[config.mk]
export PLATFORM = sky130hd
export DESIGN_NAME = shot_scheduler
export DESIGN_NICKNAME = d
export VERILOG_FILES = /design/src/rtl/shot_scheduler_pkg.sv /design/src/rtl/shot_scheduler_frame_ticker.sv /design/src/rtl/shot_scheduler.sv
export SDC_FILE = /design/constraint.sdc
export NUM_CORES = 1
export LEC_CHECK = 0
export CAP_MARGIN = 0
export CORE_AREA = 2 2 81 83
export DETAILED_ROUTE_END_ITERATION = 12
export DIE_AREA = 0 0 83 85
export PLACE_DENSITY_LB_ADDON = 0.3
export REMOVE_ABC_BUFFERS = 1
export SETUP_SLACK_MARGIN = 0.5
export SLEW_MARGIN = 25
export SYNTH_ARGS = -nofsm -noshare
export SYNTH_HDL_FRONTEND = slang
export SYNTH_SLANG_ARGS = --single-unit
export TNS_END_PERCENT = 5
[constraint.sdc]
create_clock -name clk -period 4.6 [get_ports clk]
set_clock_uncertainty 0.1 [all_clocks]
set_input_delay 0.46 -clock clk [delete_from_list [all_inputs] [get_ports clk]]
set_output_delay 0.46 -clock clk [all_outputs]
set_load 0.01 [all_outputs]
[src/rtl/shot_scheduler_pkg.sv]
// Shared game definitions: shot lifecycle encoding, screen geometry and
// counter widths used by the shot scheduler and the laser datapath.
package shot_scheduler_pkg;

    localparam int SCREEN_WIDTH  = 640;
    localparam int SCREEN_HEIGHT = 480;

    localparam int STEP_W = 4;
    localparam int COOL_W = 8;
    localparam int SHOT_W = 8;

    typedef enum logic [1:0] {
        IDLE     = 2'd0,
        LAUNCH   = 2'd1,
        FLIGHT   = 2'd2,
        COOLDOWN = 2'd3
    } shot_state_t;

    function automatic logic [SHOT_W-1:0] sat_inc(input logic [SHOT_W-1:0] value);
        return (value == {SHOT_W{1'b1}}) ? value : value + 1'b1;
    endfunction

endpackage

[src/rtl/shot_scheduler_frame_ticker.sv]
// Frame tick and laser motion-step pulse generation from the VGA scan position.
module frame_ticker
    import shot_scheduler_pkg::*;
#(
    parameter int SCREEN_WIDTH  = shot_scheduler_pkg::SCREEN_WIDTH,
    parameter int SCREEN_HEIGHT = shot_scheduler_pkg::SCREEN_HEIGHT,
    parameter int STEP_DIV      = 1
) (
    input  logic       clk,
    input  logic       reset,
    input  logic       game_run,
    input  logic [9:0] hPos,
    input  logic [9:0] vPos,
    output logic       ft,
    output logic       laser_enable
);

    localparam logic [9:0]        LAST_COL  = 10'(SCREEN_WIDTH - 1);
    localparam logic [9:0]        TICK_LINE = 10'(SCREEN_HEIGHT);
    localparam logic [STEP_W-1:0] STEP_LAST = STEP_W'(STEP_DIV - 1);

    logic              tick;
    logic [STEP_W-1:0] step_reg;
    logic              ft_reg;
    logic              enable_reg;

    // First line below the visible area, column 0: once per frame.
    assign tick = game_run && (hPos == 10'd0) && (hPos <= LAST_COL) && (vPos == TICK_LINE);

    always_ff @(posedge clk) begin
        if (reset || !game_run) begin
            step_reg   <= '0;
            ft_reg     <= 1'b0;
            enable_reg <= 1'b0;
        end else begin
            ft_reg     <= tick;
            enable_reg <= tick && (step_reg == STEP_LAST);
            if (tick) begin
                step_reg <= (step_reg == STEP_LAST) ? '0 : step_reg + 1'b1;
            end
        end
    end

    assign ft           = ft_reg;
    assign laser_enable = enable_reg;

endmodule

[src/rtl/shot_scheduler.sv]
// Player shot lifecycle: clean launch request, one shot in flight, cooldown
// before re-arming, and the laser datapath enable/fire controls.
module shot_scheduler
    import shot_scheduler_pkg::*;
#(
    parameter int SCREEN_WIDTH    = shot_scheduler_pkg::SCREEN_WIDTH,
    parameter int SCREEN_HEIGHT   = shot_scheduler_pkg::SCREEN_HEIGHT,
    parameter int STEP_DIV        = 1,
    parameter int COOLDOWN_FRAMES = 8
) (
    input  logic              clk,
    input  logic              reset,
    input  logic              game_run,
    input  logic              fire_btn,
    input  logic [9:0]        hPos,
    input  logic [9:0]        vPos,
    input  logic              laser_hit,
    input  logic [9:0]        laser_y,
    output logic              laser_enable,
    output logic              laser_fire,
    output logic              shot_active,
    output logic              cooldown_busy,
    output logic [SHOT_W-1:0] shots_fired
);

    localparam logic [COOL_W-1:0] COOL_LOAD = COOL_W'(COOLDOWN_FRAMES);

    logic              ft;
    logic              btn_q;
    logic              press;
    logic              shot_end;
    shot_state_t       state_reg,  state_next;
    logic [COOL_W-1:0] cool_reg,   cool_next;
    logic [SHOT_W-1:0] shots_reg,  shots_next;
    logic              fire_reg,   fire_next;
    logic              active_reg, active_next;
    logic              busy_reg,   busy_next;

    frame_ticker #(
        .SCREEN_WIDTH  (SCREEN_WIDTH),
        .SCREEN_HEIGHT (SCREEN_HEIGHT),
        .STEP_DIV      (STEP_DIV)
    ) u_frame_ticker (
        .clk          (clk),
        .reset        (reset),
        .game_run     (game_run),
        .hPos         (hPos),
        .vPos         (vPos),
        .ft           (ft),
        .laser_enable (laser_enable)
    );

    // btn_q resets high so a button held through reset needs a fresh press.
    assign press    = fire_btn & ~btn_q;
    assign shot_end = laser_hit | (laser_enable & (laser_y == 10'd0));

    always_ff @(posedge clk) begin
        if (reset) begin
            state_reg  <= IDLE;
            btn_q      <= 1'b1;
            cool_reg   <= '0;
            shots_reg  <= '0;
            fire_reg   <= 1'b0;
            active_reg <= 1'b0;
            busy_reg   <= 1'b0;
        end else begin
            state_reg  <= state_next;
            btn_q      <= fire_btn;
            cool_reg   <= cool_next;
            shots_reg  <= shots_next;
            fire_reg   <= fire_next;
            active_reg <= active_next;
            busy_reg   <= busy_next;
        end
    end

    always_comb begin
        state_next = state_reg;
        cool_next  = cool_reg;
        shots_next = shots_reg;
        if (!game_run) begin
            state_next = IDLE;
            cool_next  = '0;
        end else begin
            case (state_reg)
                IDLE: begin
                    if (press) begin
                        state_next = LAUNCH;
                    end
                end
                LAUNCH: begin
                    if (laser_enable) begin
                        state_next = FLIGHT;
                        shots_next = sat_inc(shots_reg);
                    end
                end
                FLIGHT: begin
                    if (shot_end) begin
                        if (COOLDOWN_FRAMES == 0) begin
                            state_next = IDLE;
                        end else begin
                            state_next = COOLDOWN;
                            cool_next  = COOL_LOAD;
                        end
                    end
                end
                COOLDOWN: begin
                    // The tick that takes the count to zero ends the cooldown.
                    if (ft) begin
                        if (cool_reg <= 1) begin
                            state_next = IDLE;
                            cool_next  = '0;
                        end else begin
                            cool_next = cool_reg - 1'b1;
                        end
                    end
                end
                default: begin
                    state_next = IDLE;
                end
            endcase
        end
    end

    // Decoded from the next state so every output leaves a flop.
    always_comb begin
        fire_next   = (state_next == LAUNCH);
        active_next = (state_next == LAUNCH) || (state_next == FLIGHT);
        busy_next   = (state_next == COOLDOWN);
    end

    assign laser_fire    = fire_reg;
    assign shot_active   = active_reg;
    assign cooldown_busy = busy_reg;
    assign shots_fired   = shots_reg;

endmodule

## Yosys cells after proc, flatten, opt, wreduce, memory -nomap -nowiden

Cells that the tools add are included.

| storage, ports and cells | value |
|---|---|
| register bits | 28 |
| logic and storage cells | 58 |
| input port bits | 35 |

| operators by class | value |
|---|---|
| reductions and logical operators | 15 |
| order comparisons | 2 |
| equal/unequal tests | 10 |
| bitwise operators | 6 |
| add/subtract/negate cells | 3 |
| mux-type cells | 12 |

Operators by type and width:

| cell | count |
|---|---|
| 2-to-1 mux 8 bit | 3 |
| zero test 10 bit | 2 |
| one-hot mux 8 bit (2 select lines) | 1 |
| 2-to-1 mux 2 bit | 6 |
| equality test 10 x 9 -> 1 bit, second input constant | 1 |
| less-or-equal comparator 10 bit, second input constant | 1 |
| adder 8 x 1 -> 8 bit, second input constant | 1 |
| equality test 2 bit, second input constant | 4 |
| equality test 8 bit, second input constant | 1 |
| less-or-equal comparator 8 x 1 -> 1 bit, second input constant | 1 |
| one-hot mux 2 bit (4 select lines) | 1 |
| subtractor 8 x 1 -> 8 bit, second input constant | 1 |
| adder 4 x 1 -> 4 bit, second input constant | 1 |
| equality test 2 x 1 -> 1 bit, second input constant | 2 |
| logical AND 1 bit | 4 |
| zero test 4 bit | 1 |
| 2-to-1 mux 4 bit | 1 |
| AND reduction 4 bit | 1 |
| inverter 1 bit | 3 |
| AND reduction 3 bit | 1 |
| AND 1 bit | 2 |
| zero test 2 bit | 1 |
| logical OR 1 bit | 2 |
| inequality test 2 x 1 -> 1 bit, second input constant | 1 |
| other kinds (5) | 5 |

## Longest topological paths before layout

| logic depth | value |
|---|---|
| depth after elaboration | 8 |
| gate-level depth with buffers | 8 |
| mapped depth without buffers | 8 |

## By module

A second synthesis with hierarchy kept.

| unflattened totals | value |
|---|---|
| cell total of the unflattened synthesis | 181 |
| area, all modules | 1,606.5 sq um |

By module, submodules not included:

| module | area an instance (sq um) | seq. area each (sq um) | cells each | instances |
|---|---|---|---|---|
| shot_scheduler | 1,233.7 | 440.4 | 139 | 1 |
| frame_ticker | 372.9 | 120.1 | 42 | 1 |

## Least setup slack after synthesis

OpenSTA, ideal clock, no wires.

| timing | value |
|---|---|
| path type | register to register |
| start | register cool_reg[0] |
| end | register cool_reg[7] |
| path buffers | 0 |
| library setup time | 0.075 ns |
| clock period less this slack | 1.916 ns |
| cell stages (with the launch flop) | 7 |
| data required time | 4.425 ns |
| arrival | 1.742 ns |
| setup slack | 2.684 ns |
| cells stage by stage | dfxtp_1 inv_1 ha_1 or2_1 a31oi_2 or4b_1 o22ai_1 |

| between the ends | value |
|---|---|
| cells in the longest elaborated chain, start to end | 4 |
| elaborated cells between the ends (all ways) | 5 |
| classes of those cells | add/sub: 1; order compare: 1; mux: 3 |

RTL lines:

| element | RTL line | source |
|---|---|---|
| from (decl) | shot_scheduler.sv:33 | `logic [COOL_W-1:0] cool_reg, cool_next;` |
| from (signal assigned) | shot_scheduler.sv:69 | `cool_reg <= cool_next;` |
| subtractor 8 x 1 -> 8 bit / less-or-equal comparator 8 x 1 -> 1 bit (equally long branches) | shot_scheduler.sv:114, shot_scheduler.sv:110 |  |
| 2-to-1 mux 8 bit * | shot_scheduler.sv:110 | `if (cool_reg <= 1) begin` |
| 2-to-1 mux 8 bit * | shot_scheduler.sv:109 | `if (ft) begin` |
| one-hot mux 8 bit (2 select lines) * | shot_scheduler.sv:85 | `case (state_reg)` |

Every way passes the cells marked *; elsewhere a longest branch is shown, timed or not. The select of a mux whose other input is x is not followed.
A chain may end at the register's enable or synchronous reset.

## Final worst setup path

| timing | value |
|---|---|
| start | input laser_y[1] |
| end | register cool_reg[1] |

| between the ends | value |
|---|---|
| cells in the longest elaborated chain, start to end | 5 |

RTL lines:

| element | RTL line | source |
|---|---|---|
| from (decl) | shot_scheduler.sv:18 | `input logic [9:0] laser_y,` |
| zero test 10 bit | shot_scheduler.sv:55 | `assign shot_end = laser_hit \| (laser_enable & (laser_y == 10'd0));` |
| AND 1 bit | shot_scheduler.sv:55 |  |
| bitwise OR 1 bit | shot_scheduler.sv:55 |  |
| inequality test 2 bit (no source line) | -- |  |
| AND reduction 3 bit (no source line) | -- |  |

No other way between the ends.

==> impl_table.tex <==
\begin{tabular}{lr}
\hline
Metric & Value \\
\hline
\multicolumn{2}{l}{\textbf{Power and ir drop}} \\
\quad Total Power & 0.489 mW \\
\quad Leak pwr & 0.753 nW \\
\quad Cell area power density & 220 nW/um2 \\
\quad Maximum vdd ir drop & 0.102 mV \\
\multicolumn{2}{l}{\textbf{Routing}} \\
\quad Number of iterations in the first detailed-routing pass & 4 \\
\quad Drt drc & 0 \\
\quad Vias per std cell & 5.13 \\
\quad Violation count after the first detailed-route iteration & 50 \\
\quad Post-Route WL & 3640 um \\
\quad Post-DRT Antenna Nets & 0 \\
\quad Average wire per standard cell & 12.0 um \\
\quad Total via count after detailed routing & 1,560 \\
\multicolumn{2}{l}{\textbf{Timing}} \\
\quad Fin. Hold Viols & 0 \\
\quad Share of the clock period used by the worst path after layout & 47.2\% \\
\quad Minimum period implied by the final worst setup slack & 2.17 ns \\
\quad Setup violations, final & 0 \\
\quad Tightest slew margin relative to the limit & 58.8\% \\
\quad Setup TNS & 0 ns \\
\quad Final-layout worst hold slack & 0.384 ns \\
\quad Highest clock rate & 461 MHz \\
\quad Final Max Slew Viols & 0 \\
\quad Unrepaired setup endpoints after global routing & false \\
\quad Transition time of the tightest slew-check pin & 0.617 ns \\
\multicolumn{2}{l}{\textbf{Synth}} \\
\quad EDFF count, synth & 0 \\
\quad Flops \& latches, synth & 28 \\
\quad Cell count after synthesis & 182 \\
\quad Ys flop type & sky130\_fd\_sc\_hd\_\_dfxtp\_1 \\
\quad Post-synthesis cell area & 1620 um2 \\
\quad Synth cell types & 54 \\
\quad Async SR Flop Fraction & 0\% \\
\quad Mean cell area of the mapped netlist & 8.91 um2 \\
\quad Register area share after synthesis & 34.6\% \\
\quad Syn. warnings & 0 \\
\multicolumn{2}{l}{\textbf{Clocking}} \\
\quad CTS tree & yes \\
\quad Worst-case clock buffer depth & 2 \\
\quad Clock slew seen by the registers of the worst setup and hold paths & 0.09 ns \\
\quad Clock Sinks & 28 \\
\quad Count of hold buffers inserted by post-cts repair & 0 \\
\quad CTS root buffer & sky130\_fd\_sc\_hd\_\_clkbuf\_8 \\
\quad Worst-Skew Late Latency & 0.28 ns \\
\quad Number of levels the H-tree was split into & 1 \\
\quad Buffers inserted during post-CTS setup optimization & 0 \\
\quad Num CTS Buffers & 3 \\
\quad CTS resizes & 0 \\
\multicolumn{2}{l}{\textbf{Status}} \\
\quad Result of the run & finished, final reports clean \\
\multicolumn{2}{l}{\textbf{Final layout}} \\
\quad Count of nets after finishing & 270 \\
\quad Area added between synthesis and finish & 36.9\% \\
\quad Fill count & 651 \\
\quad Highest-count cells in the layout ignoring fill and taps & sky130\_fd\_sc\_hd\_\_clkdlybuf4s50\_1 (46), sky130\_fd\_sc\_hd\_\_dfxtp\_1 (28), sky130\_fd\_sc\_hd\_\_nor2\_1 (14) \\
\quad Ratio of cells with drive above 1 in the final layout & 7.05\% \\
\quad Post-layout util & 35.8\% \\
\quad Commonest non-fill, non-tap cell in the layout & sky130\_fd\_sc\_hd\_\_clkdlybuf4s50\_1 \\
\quad Count of inserted antenna diode cells & 0 \\
\multicolumn{2}{l}{\textbf{Floorplan}} \\
\quad Row count & 29 \\
\quad I/O pins & 47 \\
\quad Area of the die & 7060 um2 \\
\quad Core Footprint & 6200 um2 \\
\quad Die extent in x & 83 um \\
\quad DIE HEIGHT & 85 um \\
\quad Initial Utilization & 26.1\% \\
\multicolumn{2}{l}{\textbf{Global routing}} \\
\quad Via count of the first global-routing pass & 1,502 \\
\quad Global-route wire length before repair & 6430 um \\
\quad Initial antenna violation count & 0 \\
\quad Global routing usage summed across all routing layers & 10.7\% \\
\quad Pin count of the biggest net entering global routing & 17 \\
\quad Gr ovfl total & 0 \\
\multicolumn{2}{l}{\textbf{Worst setup path}} \\
\quad Required arrival time at the worst endpoint & 4.70 ns \\
\quad Class of the most critical setup path & input pin to flip-flop \\
\quad Critical-path maximum fanout & 11 \\
\quad R2R depth & 6 \\
\quad Worst reg2reg startpoint & cool\_reg[0] \\
\quad Startpoint Class & input pin \\
\quad Worst R2R Setup Slack & 2.44 ns \\
\quad Critical path arrival & 2.27 ns \\
\quad Type of destination of the critical path & flip-flop \\
\quad Endpoint of the worst register-to-register path & cool\_reg[1] \\
\multicolumn{2}{l}{\textbf{Worst hold path}} \\
\quad Number of stages on the worst hold path & 2 \\
\quad Launch instance of the worst min-delay path & cool\_reg[7] \\
\quad Type of the worst min-delay path & flip-flop to flip-flop \\
\quad WHS Endpoint & cool\_reg[7] \\
\multicolumn{2}{l}{\textbf{Placed design}} \\
\quad Total half-perimeter wirelength after legalization and detailed placement & 2830 um \\
\quad Number of port buffers & 46 \\
\quad Routability-driven placement congestion ratio & 0.742 \\
\multicolumn{2}{l}{\textbf{Job}} \\
\quad Maximum Capacitance Violations & 0 \\
\hline
\end{tabular}
==> synth_stat cells, types with 2 or more instances <==
master                      n  area [um2]
sky130_fd_sc_hd__dfxtp_1   28         561
sky130_fd_sc_hd__nor2_1    14        52.6
sky130_fd_sc_hd__nand2_1   11        41.3
sky130_fd_sc_hd__inv_1     10        37.5
sky130_fd_sc_hd__a21oi_1    9        45.0
sky130_fd_sc_hd__nand3_1    9        45.0
sky130_fd_sc_hd__ha_1       7        87.6
sky130_fd_sc_hd__o21ai_0    7        35.0
sky130_fd_sc_hd__nor2b_1    6        37.5
sky130_fd_sc_hd__and2_1     5        31.3
sky130_fd_sc_hd__nand4_1    5        31.3
sky130_fd_sc_hd__a211oi_1   4        30.0
sky130_fd_sc_hd__xor2_1     4        35.0
sky130_fd_sc_hd__a31oi_1    3        18.8
sky130_fd_sc_hd__clkbuf_1   3        11.3
sky130_fd_sc_hd__nand2b_1   3        18.8
sky130_fd_sc_hd__nor3_1     3        15.0
sky130_fd_sc_hd__o31ai_1    3        22.5
sky130_fd_sc_hd__and3_1     2        12.5
sky130_fd_sc_hd__and3b_1    2        17.5
sky130_fd_sc_hd__and4b_1    2        20.0
sky130_fd_sc_hd__nand4b_1   2        17.5
sky130_fd_sc_hd__nor3b_1    2        15.0
sky130_fd_sc_hd__nor4b_1    2        17.5
sky130_fd_sc_hd__nor4b_2    2        30.0
sky130_fd_sc_hd__o211ai_1   2        15.0
sky130_fd_sc_hd__o22ai_1    2        12.5
sky130_fd_sc_hd__o32ai_1    2        17.5
sky130_fd_sc_hd__or4_1      2        15.0
sky130_fd_sc_hd__or4b_1     2        20.0
==> metrics by stage <==
step	setup slack [ns]	instance area, um2	instances
final	2.43	2220	304
after detailed placement	2.15	2150	300
after CTS	2.43	2220	304
after global routing	2.29	2220	304
after global placement	2.15	2150	300
after floorplan	2.68	1590	177
==> how the worst max path moves through the flow <==
| stage | from | end |
|---|---|---|
| global route | cool_reg[0] | cool_reg[1] |
| floorplan | cool_reg[0] | cool_reg[7] |
| finish | laser_y[1] | cool_reg[1] |
| CTS | cool_reg[0] | cool_reg[1] |
| global placement | laser_y[1] | cool_reg[1] |
| detailed placement | laser_y[1] | cool_reg[1] |
==> cell type report <==
type                            instances  area [um2]  area share [%]
Multi-Input combinational cell        139         993            44.8
Timing Repair Buffer                   46         460            20.7
Tap cell                               77        96.3            4.34
Sequential cell                        28         561            25.3
Clock inverter                          1        30.0            1.35
Inverter                               10        37.5            1.69
Clock buffer                            3        41.3            1.86
==> per-layer routing <==
metal  part of all wire, %  GRT usage, %  wire [um]  vias up
li1                      -             -          -      768
met5                     0             0          0        -
met4                   1.6          4.02         58        0
met1                    46          13.5       1680      733
met3                   6.7          2.43        244        5
met2                    45          18.0       1650       54
==> logic make-up after synthesis <==
family	Yosys count	synth area share, %
flops	28	34.6
compound gates	40	17.1
simple gates	85	34.7
xor+xnor	5	2.70
fa+ha+maj	7	5.40
buf+inv	15	4.17
mux	2	1.31
==> where the power goes <==
| part | switching [mW] | internal [mW] |
|---|---|---|
| combinational | 0.0176 | 0.0319 |
| sequential | 0.000632 | 0.243 |
| clock | 0.0795 | 0.117 |
| total | 0.0977 | 0.392 |
==> worst max-delay path, cell delays in order <==
cell,delay (ns)
sky130_fd_sc_hd__clkdlybuf4s50_1,0.40
sky130_fd_sc_hd__nor3_1,0.38
sky130_fd_sc_hd__a41oi_2,0.33
sky130_fd_sc_hd__or4b_1,0.55
sky130_fd_sc_hd__a21oi_1,0.15
No activity file was read; power rests on OpenSTA's default activity.
